<file path="src/rtl/debounce_defs.vh">
// rtl/debounce_defs.vh - debounce FSM state encodings
`ifndef DEBOUNCE_DEFS_VH
`define DEBOUNCE_DEFS_VH
typedef enum logic {
  STABLE   = 1'b0,
  CHANGING = 1'b1
} deb_state_e;
`endif

</file>
<file path="src/rtl/multi_debounce_pkg.sv">
// rtl/multi_debounce_pkg.sv - shared debounce types and width helper
package multi_debounce_pkg;
`include "debounce_defs.vh"

  // Width able to hold 0..max_val-1, never narrower than one bit.
  function automatic int cnt_width(input int max_val);
    return (max_val > 1) ? $clog2(max_val) : 1;
  endfunction
endpackage

</file>
<file path="src/rtl/debounce_channel.sv">
// rtl/debounce_channel.sv - one button: synchroniser, debounce FSM, edge and long-press pulses
module debounce_channel
  import multi_debounce_pkg::*;
#(
  parameter int COUNT_MAX = 600000,
  parameter int HOLD_MAX  = 60000000
) (
  input  logic clk_i,
  input  logic resetn_i,
  input  logic btn_i,
  output logic btn_o,
  output logic rise_o,
  output logic fall_o,
  output logic long_press_o
);
  localparam int CW = $clog2(COUNT_MAX + 1);
  localparam logic [CW-1:0] CNT_LAST = CW'(COUNT_MAX - 1);

  logic          sync1_q, sync_q;
  deb_state_e    state_q, state_d;
  logic [CW-1:0] cnt_q, cnt_d;
  logic          btn_q, btn_d;
  logic          rise_q, rise_d;
  logic          fall_q, fall_d;

  always_ff @(posedge clk_i) begin
    if (!resetn_i) begin
      sync1_q <= 1'b0;
      sync_q  <= 1'b0;
      state_q <= STABLE;
      cnt_q   <= '0;
      btn_q   <= 1'b0;
      rise_q  <= 1'b0;
      fall_q  <= 1'b0;
    end else begin
      sync1_q <= btn_i;
      sync_q  <= sync1_q;
      state_q <= state_d;
      cnt_q   <= cnt_d;
      btn_q   <= btn_d;
      rise_q  <= rise_d;
      fall_q  <= fall_d;
    end
  end

  always_comb begin
    state_d = state_q;
    cnt_d   = '0;
    btn_d   = btn_q;
    rise_d  = 1'b0;
    fall_d  = 1'b0;
    case (state_q)
      STABLE: begin
        if (sync_q != btn_q) state_d = CHANGING;
      end
      CHANGING: begin
        if (sync_q == btn_q) begin
          state_d = STABLE;
        end else if (cnt_q == CNT_LAST) begin
          // Edge pulses are registered alongside btn_q so they align with the new level.
          btn_d   = sync_q;
          rise_d  = sync_q;
          fall_d  = !sync_q;
          state_d = STABLE;
        end else begin
          cnt_d = cnt_q + 1'b1;
        end
      end
      default: state_d = STABLE;
    endcase
  end

  assign btn_o  = btn_q;
  assign rise_o = rise_q;
  assign fall_o = fall_q;

  if (HOLD_MAX == 0) begin : g_no_hold
    assign long_press_o = 1'b0;
  end else begin : g_hold
    localparam int HW = cnt_width(HOLD_MAX);
    localparam logic [HW-1:0] HOLD_LAST = HW'(HOLD_MAX - 1);

    logic [HW-1:0] hold_q, hold_d;
    logic          fired_q, lp_q;

    always_comb begin
      hold_d = '0;
      if (btn_q) hold_d = (hold_q == HOLD_LAST) ? hold_q : hold_q + 1'b1;
    end

    // fired_q blocks repeat pulses until the button is released.
    always_ff @(posedge clk_i) begin
      if (!resetn_i) begin
        hold_q  <= '0;
        fired_q <= 1'b0;
        lp_q    <= 1'b0;
      end else begin
        hold_q  <= hold_d;
        lp_q    <= btn_q && !fired_q && (hold_d == HOLD_LAST);
        fired_q <= btn_q && (fired_q || (hold_d == HOLD_LAST));
      end
    end

    assign long_press_o = lp_q;
  end
endmodule

</file>
<file path="src/rtl/multi_debounce.sv">
// rtl/multi_debounce.sv - array of independent debounced button channels
module multi_debounce #(
  parameter int CHANNELS  = 4,
  parameter int COUNT_MAX = 600000,
  parameter int HOLD_MAX  = 60000000
) (
  input  logic                clk,
  input  logic                reset,
  input  logic [CHANNELS-1:0] btn_in,
  output logic [CHANNELS-1:0] btn_out,
  output logic [CHANNELS-1:0] rise,
  output logic [CHANNELS-1:0] fall,
  output logic [CHANNELS-1:0] long_press
);
  for (genvar g = 0; g < CHANNELS; g++) begin : g_ch
    debounce_channel #(
      .COUNT_MAX(COUNT_MAX),
      .HOLD_MAX (HOLD_MAX)
    ) u_ch (
      .clk_i       (clk),
      .resetn_i    (reset),
      .btn_i       (btn_in[g]),
      .btn_o       (btn_out[g]),
      .rise_o      (rise[g]),
      .fall_o      (fall[g]),
      .long_press_o(long_press[g])
    );
  end
endmodule
</file>
<file path="config.mk">
export PLATFORM = sky130hd
export DESIGN_NAME = multi_debounce
export DESIGN_NICKNAME = d
export VERILOG_FILES = /design/src/rtl/multi_debounce_pkg.sv /design/src/rtl/debounce_channel.sv /design/src/rtl/multi_debounce.sv
export VERILOG_INCLUDE_DIRS = /design/src /design/src/rtl
export SDC_FILE = /design/constraint.sdc
export NUM_CORES = 1
export LEC_CHECK = 0
export BUFFER_PORTS_ARGS = -buffer_cell sky130_fd_sc_hd__buf_2
export CORE_ASPECT_RATIO = 1.1
export CORE_MARGIN = 8
export CORE_UTILIZATION = 60
export CTS_CLUSTER_SIZE = 20
export DETAILED_ROUTE_END_ITERATION = 8
export GPL_ROUTABILITY_DRIVEN = 0
export PLACE_DENSITY = 0.77
export SKIP_CTS_REPAIR_TIMING = 1
export SLEW_MARGIN = 40
export SYNTH_ARGS = -nofsm -noshare
export SYNTH_HDL_FRONTEND = slang
export SYNTH_SLANG_ARGS = --single-unit
</file>
<file path="constraint.sdc">
create_clock -name clk -period 3.6 [get_ports clk]
set_input_delay 0.36 -clock clk [delete_from_list [all_inputs] [get_ports clk]]
set_output_delay 0.36 -clock clk [all_outputs]
set_load 0.02 [all_outputs]
</file>
* After elaboration in Yosys (flattened, before gate mapping)
Index checks and enable logic that the tools add are counted. Widths: inputs -> output; s select.
Word-level totals: register bits 216, input bits 6, output and inout port bits 16, logic and storage cells 141
Cells by class: add/sub/neg operators 8, equality and inequality tests 20, muxes and demuxes 24, bitwise logic cells 13, reductions and logical operators 36
Operators by type and width (count):
- $eq 26x26->1 const B | 8
- $mux 26 | 8
- $add 26x1->26 const B | 4
- $add 20x1->20 const B | 4
- $eq 20x20->1 const B | 4
- $reduce_or 4->1 | 8
- $not 1->1 | 13
- $logic_and 1x1->1 | 12
- $mux 1 | 12
- $reduce_and 3->1 | 4
- $logic_not 1->1 | 8
- $pmux 1 s2 | 4
- $eq 1x1->1 | 4
- $logic_or 1x1->1 | 4
- $ne 1x1->1 | 4

* Depth between registers and ports, before layout
Gate-level depths: netlist (run 1).
depth in word-level cells 6, mapped depth 10

* Modules after synthesis
Synthesis (run 1) repeated with hierarchy kept, for this count alone.
Second synthesis, totals: cells, all modules 1208, area, all modules 10376.2 µm²
By module, submodules not included:
- debounce_channel (g_ch[0].u_ch ...) | instances 3, cells each 299, area each 2591.2 µm², seq. area each 1081.0 µm²
- debounce_channel (g_ch[3].u_ch) | instances 1, cells each 311, area each 2602.5 µm², seq. area each 1081.0 µm²

* Worst setup path before layout (run 1)
OpenSTA, ideal clock, no wires.
path type reg-to-reg, from register g_ch[1].u_ch.g_hold.hold_q[8], to register g_ch[1].u_ch.g_hold.lp_q, arrival time 2.298 ns, data required time 3.535 ns, setup slack 1.237 ns, cell stages (with the launch flop) 10, path through dfxtp_1 buf_6 or4b_1 or4_4 nor3_2 buf_6 o31ai_2 a221oi_2 nand4_1 nor2_1
On the way: word-level cells in the longest chain between the ends 5, elaborated cells on any way between the ends 6, those cells by class add/sub (1); eq/ne (2); mux (2); reduce/logical (1)
RTL lines:
- from (decl) | RTL line debounce_channel.sv:83 | logic [HW-1:0] hold_q, hold_d;
- from (signal assigned) | RTL line debounce_channel.sv:98 | hold_q <= hold_d;
- $add 26x1->26 or $eq 26x26->1 (tied branches) | RTL line debounce_channel.sv:88 | if (btn_q) hold_d = (hold_q == HOLD_LAST) ? hold_q : hold_q + 1'b1;
- $mux 26 * (2 in a row) | RTL line debounce_channel.sv:88
- $eq 26x26->1 * | RTL line debounce_channel.sv:99 | lp_q <= btn_q && !fired_q && (hold_d == HOLD_LAST);
- $logic_and 1x1->1 * | RTL line debounce_channel.sv:99
- to (signal assigned) | RTL line debounce_channel.sv:99
- to (decl) | RTL line debounce_channel.sv:84 | logic fired_q, lp_q;
Mark *: on every way between the ends. The rest lies on a longest branch, timed or not. A chain may end at the register's enable or synchronous reset.

* Final worst setup path (run 1)
Ends and elaborated chain as after synthesis.

==> out/results.txt, run 1 <==
Max-slew headroom = 47.1%
Clk sinks = 216
Ys Warns = 0
Most used DFF post-synth = dfxtp_1
Initial Util = 60.7%
Pwr Density = 435 nW/um^2
Most common cell after layout, fill and taps aside = dfxtp_1
Avg Cell Area, Syn = 8.29 um^2
CTS tree = built
Outcome = finished, final reports clean
Die Wd = 143 um
DRT iter0 DRCs = 629
CP bufs+invs = 0
Final hold vios = 0
GR Overflow Total = 0
Die area = 22400 um^2
CP Data Arrival Time = 3.21 ns
Pre-antenna DRT Iters = 5
Number of fill cells = 1500
Tcrit/Tclk final = 76.7%
Pwr Total = 0.00507 W
Rows = 51
CTS clk-pin slew, worst paths = 0.06 ns
Post-DRT Antenna Nets = 0
Slew Viols, Final = 0
Vias = 8800
Critical path class = reg -> reg
Sequential cell area fraction in the yosys report = 40.4%
Worst EP required = 4.04 ns
Core area = 17600 um^2
Maximum VDD drop = 0.458 mV
ANT cells = 0
Clock Skews = 0.00867 ns
CTS max path bufs = 3
Startpoint types = flip-flop
Die span in y = 156 um
Synth cell types = 72
Delay of the slowest critical-path stage = 0.57 ns
Crit Path Max Fanout = 11
RSZ-0062 raised after global routing = no
Fmax = 0.362 GHz
Ports = 22
Final wirelength = 21300 um
Count of max-cap constraint violations = 0
IO buf count = 21
Clock root buffer = clkbuf_16
Vias in the first global route = 8004
# DRC = 0
Vias per inst = 5.75
Lkg Pwr = 3.75 nW
Area Overhead vs Synth = 9.02%
Syn_nets = 1304
Clock Latency Late Sink = 0.50 ns
Crit path time final = 2.76 ns
Post-synth EDFFs = 0
Dpl hpwl = 14700 um
Layout Nets = 1290
Largest net degree at the start of global routing = 28
DP Area = 10800 um^2
Delay-heaviest family, CP = simple AND/OR/NAND/NOR gates
Share of cells above drive strength 1 = 7.74%
Total GRT Usage = 18.9%
CP endpoint kind = flip-flop
# setup viols final = 0
CTS buffer count = 24
CP max stage cell = or4_4
Mapped Area = 10700 um^2
Asr flop ratio synth = 0%
Post-synthesis register bit count = 216
H-tree lvl count = 1
Final Cell Area = 11700 um^2
First-pass GRT wire length = 36500 um
Commonest non-fill, non-tap cells in the layout = dfxtp_1, nor2_1, nand2_1
Actual slew at the worst max-slew pin = 0.792 ns
Initial antenna violation count = 0
Worst min path class = in -> reg
Hold WS = 0.0596 ns
Setup TNS Final = 0 ns
Wire length per cell = 13.9 um
CP Cell Sequence = or4b_1 -> or4_4 -> nor3_2 -> o31ai_2 -> a221oi_2 -> nand4_1 -> nor2_1
Post-Syn Instances = 1290
==> stage by stage <==
stage / util, % / instances / setup slack, ns
after floorplan: - / 1290 / 1.24
after global placement: 61.0 / 1485 / 0.912
after detailed placement: 61.0 / 1485 / 0.862
after CTS: 66.1 / 1527 / 0.849
after global routing: 66.2 / 1530 / 0.570
final: 66.2 / 1530 / 0.837
==> cell type report <==
class	count	area (um^2)	share of cell area, %
Clock buffer	37	751	6.44
Tap cell	238	298	2.55
Timing Repair Buffer	32	188	1.61
Clock inverter	5	131	1.13
Inverter	25	93.8	0.805
Sequential cell	216	4320	37.1
Multi-Input combinational cell	977	5880	50.4
==> Yosys cell counts (4+ instances only) <==
master / count / area share, %
dfxtp_1: 216 / 40
nor2_1: 201 / 7.1
nand2_1: 118 / 4.1
xor2_1: 84 / 6.9
nand3_1: 77 / 3.6
xnor2_1: 70 / 5.7
clkbuf_1: 47 / 1.6
nand4_1: 47 / 2.7
o21ai_0: 41 / 1.9
and3_1: 38 / 2.2
nor3_1: 38 / 1.8
a21oi_1: 30 / 1.4
inv_1: 25 / 0.88
and2_1: 21 / 1.2
and4_1: 21 / 1.7
nor4_1: 17 / 0.99
a31oi_1: 16 / 0.94
buf_4: 16 / 1.1
or3_1: 16 / 0.94
nand4b_1: 9 / 0.74
a211oi_1: 8 / 0.56
ha_1: 8 / 0.94
mux2i_1: 8 / 0.75
nor4b_1: 7 / 0.57
o211ai_1: 7 / 0.49
or4_1: 6 / 0.42
buf_6: 5 / 0.53
nand2b_1: 5 / 0.29
nor2b_1: 5 / 0.29
nor3b_1: 5 / 0.35
nor4bb_1: 5 / 0.47
or2_2: 5 / 0.29
o2111ai_1: 4 / 0.33
o31ai_1: 4 / 0.28
or3b_2: 4 / 0.33
==> per-layer routing <==
metal	vias to the layer above	routed length, um	global-route usage [%]
li1	4484	-	-
met1	4080	9870	24.6
met2	192	9830	31.2
met3	44	1090	3.09
met4	0	538	6.47
met5	-	0	0
==> where the power goes <==
group          switching, W  total (W)  internal (W)  leakage (nW)
Sequential       0.00000338    0.00240       0.00240          1.74
Combinational    0.00000984  0.0000166    0.00000677          1.58
Clock              0.000937    0.00265       0.00172         0.433
Total              0.000950    0.00507       0.00412          3.75
==> path summary, 6_finish.rpt <==
check                           cells after the start  slack, ns                        end                           from
worst max-delay path                                7       0.84  g_ch[1].u_ch.long_press_o  g_ch[1].u_ch.g_hold.hold_q[8]
worst min-delay path                                2       0.06       g_ch[2].u_ch.sync1_q                      btn_in[2]
worst max register to register                      7       0.84  g_ch[1].u_ch.long_press_o  g_ch[1].u_ch.g_hold.hold_q[8]
worst min register to register                      1       0.42  g_ch[1].u_ch.long_press_o    g_ch[1].u_ch.g_hold.fired_q
==> cell families after synthesis <==
logic type / count (synthesis) / share of synthesized area (%)
buffers and inverters: 97 / 4.70
XOR/XNOR: 154 / 12.6
adder cells (fa/ha/maj): 8 / 0.936
multiplexers: 8 / 0.749
AO/OA/AOI/OAI: 139 / 8.32
flip-flops: 216 / 40.4
AND/OR/NAND/NOR: 668 / 32.3
==> registers in the layout, indices dropped and copies added, names as in the netlist <==
signal and flops:
g_ch.u_ch.sync1_q 4, g_ch.u_ch.sync_q 4, g_ch.u_ch.btn_o 4, g_ch.u_ch.fall_o 4
g_ch.u_ch.state_q 4, g_ch.u_ch.g_hold.fired_q 4, g_ch.u_ch.long_press_o 4, g_ch.u_ch.g_hold.hold_q 104
g_ch.u_ch.cnt_q 80, g_ch.u_ch.rise_o 4
Note: power is estimated with default switching activity, not from simulation.
==> run 2, diff against run 1 <==
==> constraint.sdc (replaced) <==
create_clock -name clk -period 2.8 [get_ports clk]
set_input_delay 0.28 -clock clk [delete_from_list [all_inputs] [get_ports clk]]
set_output_delay 0.28 -clock clk [all_outputs]
set_load 0.02 [all_outputs]
==> run 2 against run 1 <==
Global-route usage rose by 1.3 points. Register-to-register slack got worse by 0.61 ns. Clock power rose by 31%. Clock skew rose by 0.0039 ns. Sequential power rose by 28%. Cell area rose by 1.5%. Via count rose by 1.4%. Wire length rose by 4.9%. Worst hold slack improved by 0.27 ns. First-iteration DRC count fell by 1.4%. Critical path type unchanged. Largest cell class unchanged. Highest routed layer unchanged.
==> out/results.txt, run 2 (same netlist as run 1, synthesis figures left out) <==
Outcome = finished, final reports clean
Ports = 22 (unchanged)
Rows = 51 (unchanged)
Clock Power Share = 52.8% (+0.5 points)
CTS tree = built
CTS clk-pin slew, worst paths = 0.06 ns (about the same)
GR Overflow Total = 0 (unchanged)
Dpl hpwl = 15200 um (+3.9%)
DRT iter0 DRCs = 620 (-1.4%)
Comb power frac = 0.4% (about the same)
Tcrit/Tclk final = 92.0% (+15 points)
Die span in y = 156 um (unchanged)
Int Pwr = 0.00530 W (+29%)
Total GRT Usage = 20.3% (+1.3 points)
Worst EP required = 3.22 ns (-0.82 ns)
Post-DRT Antenna Nets = 0 (unchanged)
Die area = 22400 um^2 (unchanged)
Clock root buffer = clkbuf_16
Clock Latency Late Sink = 0.51 ns (about the same)
Pwr Density = 556 nW/um^2 (+28%)
IO buf count = 21 (unchanged)
First-pass GRT wire length = 38800 um (+6.4%)
Slew Viols, Final = 0 (unchanged)
Pre-antenna DRT Iters = 5 (unchanged)
# DRC = 0 (unchanged)
Clock Skews = 0.0126 ns (+0.00389 ns)
Die Wd = 143 um (unchanged)
Lkg Pwr = 3.86 nW (+2.7%)
Clk sinks = 216 (unchanged)
Max-slew headroom = 48.6% (+1.5 points)
Share of cells above drive strength 1 = 9.13% (+1.4 points)
CP Data Arrival Time = 3.00 ns (-0.21 ns)
CTS max path bufs = 3 (unchanged)
Actual slew at the worst max-slew pin = 0.769 ns (-0.0230 ns)
Vias in the first global route = 8387 (+4.8%)
Final wirelength = 22400 um (+4.9%)
Final hold vios = 0 (unchanged)
Vias = 8922 (+1.4%)
Final Cell Area = 11800 um^2 (+1.5%)
RSZ-0062 raised after global routing = no
CTS buffer count = 24 (unchanged)
Largest net degree at the start of global routing = 32 (+14%)
CP endpoint kind = flip-flop
Layout Nets = 1311 (+1.6%)
Largest Register = g_ch.u_ch.g_hold.hold_q
DP Area = 10900 um^2 (+1.3%)
Worst min path class = in -> reg
Setup TNS Final = 0 ns (unchanged)
Crit path time final = 2.58 ns (-0.187 ns)
Initial Util = 60.7% (unchanged)
Core area = 17600 um^2 (unchanged)
Startpoint types = flip-flop
Initial antenna violation count = 0 (unchanged)
Max reg flops = 104 (unchanged)
Wire length per cell = 14.4 um (+3.3%)
Vias per inst = 5.75 (-0.12%)
Largest registers = g_ch.u_ch.g_hold.hold_q (104), g_ch.u_ch.cnt_q (80)
Critical path class = reg -> reg
Fmax = 0.388 GHz (+7.3%)
Switching portion of total power = 19.5% (+0.77 points)
# setup viols final = 0 (unchanged)
Area Overhead vs Synth = 10.7%
H-tree lvl count = 1 (unchanged)
Count of max-cap constraint violations = 0 (unchanged)
Sw Pwr = 0.00129 W (+35%)
Crit Path Max Fanout = 8 (-3)
ANT cells = 0 (unchanged)
Commonest non-fill, non-tap cells in the layout = dfxtp_1, nor2_1, nand2_1
Most common cell after layout, fill and taps aside = dfxtp_1
Maximum VDD drop = 0.424 mV (-7.3%)
Sequential fraction of design power = 46.8% (-0.5 points)
[run 2: changes by cell type in the layout (fill, tap and decap cells not counted), moves of 2 or more]
| cell | delta |
|---|---|
| buf_4 | +17 |
| clkbuf_8 | -4 |
| dlygate4sd3_1 | +4 |
| clkinv_4 | +3 |
| clkinvlp_4 | +2 |
[run 2: path summary, 6_finish.rpt]
| path | slack, ns | endpoint | start | cells after the start |
|---|---|---|---|---|
| worst max-delay path | 0.22 | g_ch[0].u_ch.long_press_o | g_ch[0].u_ch.g_hold.hold_q[15] | 7 |
| worst max register to register | 0.22 | g_ch[0].u_ch.long_press_o | g_ch[0].u_ch.g_hold.hold_q[15] | 7 |
| worst min register to register | 0.41 | g_ch[1].u_ch.long_press_o | g_ch[1].u_ch.g_hold.fired_q | 1 |
| worst min-delay path | 0.33 | g_ch[0].u_ch.g_hold.fired_q | reset | 3 |
[run 2: power by group through the flow]
stage / clock, W / sequential [W] / combinational, W
6_report: 0.00347 / 0.00308 / 0.0000265
5_1_grt: 0.00369 / 0.00308 / 0.0000294
4_1_cts: 0.00356 / 0.00308 / 0.0000225
3_5_place_dp: 0 / 0.00315 / 0.0000223
3_3_place_gp: 0 / 0.00315 / 0.0000220
2_1_floorplan: 0 / 0.00315 / 0.0000123
[run 2: area by class of cell]
type | instances | area, um^2
Multi-Input combinational cell | 977 | 5870
Clock inverter | 12 | 205
Fill cell | 1464 | 5770
Inverter | 25 | 93.8
Tap cell | 238 | 298
Sequential cell | 216 | 4320
Clock buffer | 32 | 692
Timing Repair Buffer | 53 | 355
[run 2: through the flow]
stage | worst slack, ns | util, % | hold WS (ns) | power [W] | instances
after floorplan | 0.437 | - | 0.392 | 0.00316 | 1290
after global placement | 0.361 | 61.9 | 0.412 | 0.00317 | 1504
after detailed placement | 0.282 | 61.9 | 0.408 | 0.00317 | 1504
after CTS | 0.260 | 67.0 | -0.0526 | 0.00667 | 1548
after global routing | 0.0149 | 67.2 | 0.328 | 0.00680 | 1553
final | 0.225 | 67.2 | 0.333 | 0.00659 | 1553
[run 2: metal layers]
layer	wire length (um)	up-vias	global-route usage (%)
li1	-	4528	-
met1	10400	4148	26.3
met2	10500	212	33.6
met3	1110	34	3.28
met4	402	0	6.72
met5	0	-	0
[run 2: worst max-delay path, stage by stage, from the launching register on]
cell and delay (ns):
dfxtp_1 0.46, or3b_2 0.50, or3_1 0.46, nor3_1 0.41, o31ai_1 0.14, a22oi_1 0.20
nand4_1 0.14, nor3_1 0.19
==> run 3, diff against run 2 <==
==> constraint.sdc (replaced) <==
create_clock -name clk -period 3.2 [get_ports clk]
set_input_delay 0.32 -clock clk [delete_from_list [all_inputs] [get_ports clk]]
set_output_delay 0.32 -clock clk [all_outputs]
set_load 0.02 [all_outputs]
==> run 3 against run 2 <==
Final cell count fell by 1.2%. Worst hold slack got worse by 0.31 ns. Die area did not move. Sequential power fell by 12%. Sequential share of layout area rose by 0.90 points. Worst setup slack improved by 0.31 ns. First-iteration DRC count rose by 2.9%. Largest cell class unchanged.
==> out/results.txt, run 3 (same netlist as run 1, synthesis figures left out) <==
Outcome = finished, final reports clean
CTS max path bufs = 3 (unchanged)
Lkg Pwr = 3.71 nW (-3.8%)
ANT cells = 0 (unchanged)
Clock Latency Late Sink = 0.51 ns (about the same)
Core area = 17600 um^2 (unchanged)
CP bufs+invs = 1 (+1)
CP startpoint = g_ch[1].u_ch.g_hold.hold_q[8]
CTS buffer count = 23 (-4.2%)
Initial Util = 60.7% (unchanged)
Area Overhead vs Synth = 8.03%
Post-DRT Antenna Nets = 0 (unchanged)
Final wirelength = 21400 um (-4.5%)
Final hold vios = 0 (unchanged)
Wire length per cell = 13.9 um (-3.3%)
RSZ-0062 raised after global routing = no
# DRC = 0 (unchanged)
Largest Register = g_ch.u_ch.g_hold.hold_q
IO buf count = 21 (unchanged)
Largest registers = g_ch.u_ch.g_hold.hold_q (104), g_ch.u_ch.cnt_q (80)
Delay of the slowest critical-path stage = 0.56 ns (+0.06 ns)
Vias per inst = 5.70 (-0.75%)
Vias in the first global route = 8062 (-3.9%)
Most common cell after layout, fill and taps aside = dfxtp_1
Layout Nets = 1295 (-1.2%)
Hold path start = btn_in[0]
First-pass GRT wire length = 36800 um (-5.2%)
Setup TNS Final = 0 ns (unchanged)
Min setup slack post-route = 0.533 ns (+0.308 ns)
Vias = 8747 (-2.0%)
DP Area = 10800 um^2 (-0.90%)
CP Data Arrival Time = 3.11 ns (+0.11 ns)
DRT iter0 DRCs = 638 (+2.9%)
Slew Viols, Final = 0 (unchanged)
Tcrit/Tclk final = 83.3% (-8.6 points)
Delay-heaviest family, CP = simple AND/OR/NAND/NOR gates
Die Wd = 143 um (unchanged)
CTS clk-pin slew, worst paths = 0.06 ns (about the same)
Critical path class = reg -> reg
Max reg flops = 104 (unchanged)
Clk sinks = 216 (unchanged)
Final core utilization = 65.6% (-1.6 points)
Max-slew headroom = 47.1% (-1.5 points)
CP endpoint kind = flip-flop
Commonest non-fill, non-tap cells in the layout = dfxtp_1, nor2_1, nand2_1
Pre-antenna DRT Iters = 6 (+1)
Worst EP required = 3.64 ns (+0.42 ns)
Die span in y = 156 um (unchanged)
Dpl ws = 0.578 ns (+0.297 ns)
Maximum VDD drop = 0.382 mV (-10%)
Share of cells above drive strength 1 = 7.87% (-1.3 points)
Clock Skews = 0.00908 ns (-0.00349 ns)
Crit Path Max Fanout = 9 (+1)
CP Cell Sequence = or4b_1 -> or4_4 -> nor3_2 -> buf_4 -> o31ai_2 -> a221oi_2 -> nand4_1 -> nor2_1
Worst min path class = in -> reg
Startpoint types = flip-flop
Largest net degree at the start of global routing = 32 (unchanged)
Final Cell Area = 11600 um^2 (-2.4%)
Total GRT Usage = 19.2% (-1.1 points)
Dpl hpwl = 14700 um (-3.3%)
Die area = 22400 um^2 (unchanged)
Pwr Density = 458 nW/um^2 (-18%)
H-tree lvl count = 1 (unchanged)
CP max stage cell = or4_4
FF-to-FF Start = g_ch[1].u_ch.g_hold.hold_q[8]
CTS tree = built
GR Overflow Total = 0 (unchanged)
Crit path time final = 2.67 ns (+0.0916 ns)
Ports = 22 (unchanged)
Count of max-cap constraint violations = 0 (unchanged)
Initial antenna violation count = 0 (unchanged)
# setup viols final = 0 (unchanged)
Actual slew at the worst max-slew pin = 0.792 ns (+0.0229 ns)
Fmax = 0.375 GHz (-3.4%)
Rows = 51 (unchanged)
Clock root buffer = clkbuf_16
## run 3: final timing paths
check	end	slack, ns	cells after the start
max reg2reg	g_ch[1].u_ch.long_press_o	0.53	8
max	g_ch[1].u_ch.long_press_o	0.53	8
min reg2reg	g_ch[1].u_ch.long_press_o	0.41	1
min	g_ch[0].u_ch.sync1_q	0.02	2
## run 3: cell type report
type                            instances  area (um^2)
Clock buffer                           29          618
Sequential cell                       216         4320
Inverter                               25         93.8
Multi-Input combinational cell        977         5870
Timing Repair Buffer                   38          239
Clock inverter                         11          114
Tap cell                              238          298
Fill cell                            1501         6050
## run 3: through the flow
stage / hold WS (ns) / instances / total power, W
2_1_floorplan: 0.392 / 1290 / 0.00277
3_3_place_gp: 0.402 / 1491 / 0.00278
3_5_place_dp: 0.405 / 1491 / 0.00278
4_1_cts: -0.00312 / 1531 / 0.00536
5_1_grt: 0.0175 / 1534 / 0.00548
6_report: 0.0190 / 1534 / 0.00529
## run 3: power by group
| part | leakage, nW | switching [W] | internal (W) |
|---|---|---|---|
| clock network | 0.359 | 0.00104 | 0.00153 |
| logic | 1.61 | 0.0000121 | 0.00000846 |
| registers | 1.74 | 0.00000395 | 0.00270 |
| total | 3.71 | 0.00106 | 0.00423 |
## run 3: metal layers
metal | GRT usage [%] | part of all wire (%)
met5 | 0 | 0
met4 | 5.66 | 2.0
met3 | 3.15 | 4.7
met2 | 32.0 | 45
met1 | 24.8 | 48
